### src/rtl/rf_wb_arbiter.sv
// rtl/rf_wb_arbiter.sv - write-back arbiter for the register-file write port with pending-write scoreboard (option macro: RF_WB_FIXED_PRIO_EN)
module rf_wb_arbiter #(
  parameter int XLEN = 32,
  parameter int NREG = 32
) (
  input  logic            clk,
  input  logic            rst_n,
  input  logic            alu_valid,
  input  logic [4:0]      alu_rd,
  input  logic [XLEN-1:0] alu_data,
  output logic            alu_ready,
  input  logic            lsu_valid,
  input  logic [4:0]      lsu_rd,
  input  logic [XLEN-1:0] lsu_data,
  output logic            lsu_ready,
  input  logic            issue_valid,
  input  logic [4:0]      issue_rd,
  input  logic [4:0]      issue_rs1,
  input  logic [4:0]      issue_rs2,
  output logic            hazard_stall,
  output logic [NREG-1:0] pending,
  output logic            rf_we,
  output logic [4:0]      rf_rd_addr,
  output logic [XLEN-1:0] rf_rd_data
);

  logic            alu_grant;
  logic            lsu_grant;
  logic [NREG-1:0] pending_q;
  logic [NREG-1:0] pending_set;
  logic [NREG-1:0] pending_clr;

`ifdef RF_WB_FIXED_PRIO_EN
  // Fixed priority: the load/store unit always wins a tie
  always_comb begin
    lsu_grant = lsu_valid;
    alu_grant = alu_valid & ~lsu_valid;
  end
`else
  logic last_lsu;

  // Round robin: on a tie, grant whoever did not win most recently
  always_comb begin
    alu_grant = alu_valid & (~lsu_valid | last_lsu);
    lsu_grant = lsu_valid & (~alu_valid | ~last_lsu);
  end

  // Last-grant pointer moves only when something is granted
  always_ff @(posedge clk or negedge rst_n) begin
    if (!rst_n) begin
      last_lsu <= 1'b1;
    end else if (alu_grant | lsu_grant) begin
      last_lsu <= lsu_grant;
    end
  end
`endif

  assign alu_ready = alu_grant;
  assign lsu_ready = lsu_grant;

  // Registered write stage; x0 results are consumed without a write
  always_ff @(posedge clk or negedge rst_n) begin
    if (!rst_n) begin
      rf_we      <= 1'b0;
      rf_rd_addr <= 5'd0;
      rf_rd_data <= '0;
    end else if (alu_grant) begin
      rf_we      <= (alu_rd != 5'd0);
      rf_rd_addr <= alu_rd;
      rf_rd_data <= alu_data;
    end else if (lsu_grant) begin
      rf_we      <= (lsu_rd != 5'd0);
      rf_rd_addr <= lsu_rd;
      rf_rd_data <= lsu_data;
    end else begin
      rf_we      <= 1'b0;
    end
  end

  // Decode scoreboard set/clear masks; bit 0 is never touched so x0 stays clean
  always_comb begin
    pending_set = '0;
    pending_clr = '0;
    for (int i = 1; i < NREG; i++) begin
      if (issue_valid && (issue_rd == 5'(i))) pending_set[i] = 1'b1;
      if (rf_we && (rf_rd_addr == 5'(i)))     pending_clr[i] = 1'b1;
    end
  end

  // Scoreboard update; applying the set after the clear lets a new issue win
  always_ff @(posedge clk or negedge rst_n) begin
    if (!rst_n) begin
      pending_q <= '0;
    end else begin
      pending_q <= (pending_q & ~pending_clr) | pending_set;
    end
  end

  assign pending      = pending_q;
  assign hazard_stall = pending_q[issue_rs1] | pending_q[issue_rs2];

endmodule

### config.mk
export PLATFORM = sky130hd
export DESIGN_NAME = rf_wb_arbiter
export DESIGN_NICKNAME = d
export VERILOG_FILES = /design/src/rtl/rf_wb_arbiter.sv
export SDC_FILE = /design/constraint.sdc
export NUM_CORES = 1
export LEC_CHECK = 0
export ABC_AREA = 1
export BUFFER_PORTS_ARGS = -buffer_cell sky130_fd_sc_hd__buf_2
export CAP_MARGIN = 20
export CORE_MARGIN = 2
export CORE_UTILIZATION = 30
export CTS_BUF_LIST = sky130_fd_sc_hd__clkbuf_16
export DETAILED_ROUTE_END_ITERATION = 6
export PLACE_DENSITY_LB_ADDON = 0.05
export REMOVE_ABC_BUFFERS = 1
export SETUP_SLACK_MARGIN = 0.15
export SLEW_MARGIN = 10
export SYNTH_ARGS = -nofsm -noshare
export SYNTH_HDL_FRONTEND = slang
export SYNTH_SLANG_ARGS = --single-unit
### constraint.sdc
create_clock -name clk -period 1.8 [get_ports clk]
set_clock_uncertainty 0.05 [all_clocks]
set_input_delay 0.27 -clock clk [delete_from_list [all_inputs] [get_ports clk]]
set_output_delay 0.27 -clock clk [all_outputs]
set_load 0.01 [all_outputs]
After elaboration in Yosys (flattened, before gate mapping)
Index checks and enable logic that the tools add are counted.
{ "word_totals": {"ramBits": 0, "out_inout_bits": 73, "romBits": 0, "in_bits": 94, "latch_bits": 0, "memories": 0, "register_bits": 71} }
{ "classes": {"mux": 72, "n_eq_ne": 62, "n_lt_le_gt_ge": 2, "n_reduce_logical": 65, "div": 0, "addsub": 0, "shifts": 0, "multipliers": 0, "bitwise": 12} }
{ "op_table": {"columns": ["op", "count"], "rows": [
  ["$eq A5 B5 Y1 const B", 32],
  ["$eq A5 B4 Y1 const B", 16],
  ["$mux W1", 66],
  ["$mux W32", 2],
  ["$logic_and A1 B1 Y1", 62],
  ["$eq A5 B3 Y1 const B", 8],
  ["$and A32 B32 Y32", 1],
  ["$not A32 Y32", 1],
  ["$or A32 B32 Y32", 1],
  ["$eq A5 B2 Y1 const B", 4],
  ["$lt A5 B6 Y1 const B", 2],
  ["$bmux W1 S5", 2],
  ["$eq A5 B1 Y1 const B", 2],
  ["$mux W5", 2],
  ["$reduce_bool A5 Y1", 2],
  ["$or A1 B1 Y1", 4],
  ["$not A1 Y1", 3],
  ["$and A1 B1 Y1", 2],
  ["$reduce_bool A2 Y1", 1]
]} }

Depth between registers and ports, before layout
{ "logic_depth": {"ltp_word": 6, "depth_mapped": 11} }

Worst setup path before layout
Ideal clock, no wire load.
{ "synth_path": {"path_type": "input port to output port", "start": "input port issue_rs2[0]", "end": "output port hazard_stall", "slack_ps": 462, "required_time_ps": 1480, "path_stages": 11, "t_arrival_ps": 1018, "path_buffers": 2, "cell_sequence": "buf_6 inv_6 buf_6 nand2_1 nand3_1 nand3_1 nand2_1 nand2_1 nand3_1 nand2_1 nand2_1"} }
{ "synth_between": {"elab_chain_len": 3} }
{ "synth_lines": {"columns": ["item", "line", "source"], "rows": [
  ["start: declaration", "19", "input logic [4:0] issue_rs2,"],
  ["$bmux W1 S5", "100", "assign hazard_stall = pending_q[issue_rs1] | pending_q[issue_rs2];"],
  ["$mux W1 (not written as such)", "100", null],
  ["$or A1 B1 Y1", "100", null],
  ["end: declaration", "20", "output logic hazard_stall,"]
]} }
Every way passes these cells. The select of a mux whose other input is x is not followed.

Final worst setup path
{ "layout_path": {"start": "register pending_q[15], in the netlist pending[15]", "end": "output port hazard_stall"} }
{ "layout_between": {"elab_chain_len": 3, "elab_cells_between_ends": 5, "classes_between": "mux (4); bitwise (1)"} }
{ "layout_lines": {"columns": ["item", "line", "source"], "rows": [
  ["start: declaration", "29", "logic [NREG-1:0] pending_q;"],
  ["start signal: assignment", "95", "pending_q <= (pending_q & ~pending_clr) | pending_set;"],
  ["$bmux W1 S5", "100", null],
  ["$mux W1 (not written as such)", "100", null],
  ["$or A1 B1 Y1 *", "100", null]
]} }
Mark *: on every way between the ends. The rest lies on a longest branch, timed or not. The select of a mux whose other input is x is not followed.

==> flow_summary.toml <==
[run_status]
status = "completed"

[yosys]
yosysTopAreaCellShare_pct = 44.0
synth_most_common_cell = "nand2_1"
mappedNetlistArea_um2 = 3920
synth_ff_type = "dfrtp_1"
syn_area_per_cell_um2 = 7.21
synth_cells = 544
synth_largest_area_cell = "dfrtp_1"
netlist_top_cells_count = "116 x nand2_1, 75 x inv_1, 69 x dfrtp_1"
ys_top_cells_by_area = "dfrtp_1 44%, nand2_1 11%, o21ai_0 7.7%, inv_1 7.2%, nand3_1 6.8%"
synth_edf_count = 0
yosys_warnings = 0
ys_types = 26
synth_seq_area_share_pct = 44.7
async_reset_ff_share_pct = 100
synth-seq-cells = 70

[run]
drv_cap = 0

[worst_setup_path]
start_kind = "register"
endpoint_kind = "primary output"
required_ns = 1.48
cp.arrival_ns = 1.47
worst-path-max-fanout = 4
path_class = "register to primary output"

[timing]
setup_violations = 0
slew_violations = 0
max_freq_mhz = 558
hold_slack_ns = 0.150
worst_slew_pin_slew_ns = 0.542
finalHoldViolCount = 0
slew_headroom_pct = 63.8
rsz0062_at_grt = "true"
post-route-min-period_ns = 1.79
fin_crit_sh_pct = 99.6

[clock_tree]
cts_tree = "done"
cts_sinks = 70
cts_max_level = 3
clock_latency_ns = 0.33
clk_pin_slew_ns = 0.05
cts_buffer_depth = 2
root_buffer = "clkbuf_16"
cts_buffers = 9

[floorplan]
die_y_um = 118
rows = 41
core_um2 = 12700
fp.dieArea_um2 = 14000
ios = 167
die_width_um = 118
start_util_pct = 31.0

[placement]
io_buffers = 165
dpl.hpwl_um = 10200
place_area_um2 = 4870
place_congestion = 0.818

[cells_and_area]
antennaDiodeCount = 0
stdcell_area_um2 = 5320
drive_above_1_share_pct = 32.3
final_nets = 811
final_util_pct = 42.0
syn_to_final_growth_pct = 35.7

[route]
drc = 0
drt_iter0_markers = 241
firstDrtPassIters = 5
drt_wl_total_um = 13700
vias = 4314
ant_nets = 0
vias_per_cell = 4.83
wire_per_inst_um = 15.3

[pwr]
power_density_nw_per_um2 = 1230
leakagePower_nw = 2.78
irDropWorstVdd_mv = 0.500

[global_routing]
overflow = 0
grt_max_degree = 71
grt_pass1_wl_um = 22300
first_global_vias = 4366
grt_antenna_before_repair = 0
grtUsageTotal_pct = 19.8

[hold_path]
hp-class = "input pin to register"
layer usage:
layer / up-vias / global-route usage, % / part of all wire, %
met5: - / 0 / 0
met4: 0 / 6.63 / 1.9
met3: 23 / 6.13 / 8.0
met2: 172 / 33.1 / 48
met1: 1994 / 24.0 / 42
li1: 2125 / - / -
worst max-delay path, cell delays in order (launching register included):
cell     delay (ns)
dfrtp_2        0.44
or2_1          0.21
nand2_1        0.07
nand3_2        0.07
nand3_2        0.08
nand3_2        0.05
nand2_1        0.05
nand2_1        0.04
buf_2          0.13
stage by stage:
step	power (W)	instances	setup WS (ns)	TNS, ns
floorplan	0.00362	516	-0.296	-10.92
global placement	0.00479	863	0.168	0
detailed placement	0.00481	863	0.126	0
CTS	0.00638	882	-0.0366	-0.0366
global route	0.00707	893	-0.120	-0.120
finish	0.00655	893	0.00773	0
final timing paths:
check | startpoint | endpoint | slack, ns | depth (start not counted)
worst max register to register | last_lsu | rf_rd_data[28] | 0.32 | 7
worst min register to register | last_lsu | last_lsu | 0.46 | 2
min in group asynchronous | rst_n | rf_rd_data[8] | 0.44 | 3
worst max-delay path | pending[15] | hazard_stall | 0.008 | 8
max in group asynchronous | rst_n | last_lsu | 0.90 | 3
worst min-delay path | alu_data[26] | rf_rd_data[26] | 0.15 | 3
power by group:
group	switching [W]	internal (W)
clock	0.000623	0.000896
sequential	0.000549	0.00208
combinational	0.00137	0.00104
flip-flops by register name (all words and copies together), names as in the netlist:
signal / cells
rf_rd_addr: 5
rf_we: 1
pending: 31
last_lsu: 1
rf_rd_data: 32
final cells by class:
cell class	instances	area, µm²
fillers	1377	7350
flip-flops and latches	70	1760
multi-input cells	366	1750
repair buffers	190	1030
inverters	80	310
clock buffers	9	225
well taps	172	215
clock inverters	6	23.8
logic make-up (layout without fill, tap and decap cells):
group / Yosys count / after routing / share of synthesized area (%)
AND/OR/NAND/NOR: 226 / 226 / 23.6
AO/OA/AOI/OAI: 139 / 139 / 19.3
buffers and inverters: 108 / 285 / 12.4
flip-flops: 70 / 70 / 44.7
other: 1 / 1 / 0.0956
layout by cell type (no fill, tap or decap):
master | synthesis | routed
buf_4 | 3 | 22
buf_6 | 6 | 1
buf_2 | 14 | 165
dfrtp_2 | 0 | 7
clkinv_2 | 0 | 1
o21ai_0 | 60 | 60
a21oi_1 | 37 | 37
nand3_2 | 0 | 11
or2_2 | 1 | 1
inv_2 | 3 | 6
clkbuf_16 | 0 | 9
dfstp_2 | 1 | 1
conb_1 | 1 | 1
nor2_1 | 53 | 53
inv_4 | 1 | 2
inv_1 | 75 | 74
o22ai_1 | 36 | 36
nand4_1 | 1 | 1
dlygate4sd3_1 | 0 | 1
or2_1 | 1 | 1
o21ai_4 | 0 | 1
nand2_2 | 1 | 4
buf_12 | 0 | 1
inv_6 | 1 | 1
dfrtp_1 | 69 | 62
nand2_1 | 116 | 113
clkinv_1 | 0 | 2
o211ai_1 | 1 | 1
o41ai_1 | 2 | 2
o21ai_1 | 1 | 1
nand3_1 | 53 | 42
a31oi_1 | 1 | 1
what timing repair did:
action                                  4_1_cts  5_1_grt
hold buffers                                  1        0
gates resized for setup                       2       27
gates cloned                                  0        0
endpoints found under the setup margin        2       35
buffers inserted                              3       11
hold endpoints to repair                     69        0
pin swaps                                     1        6
No activity file was read; power rests on OpenSTA's default activity.
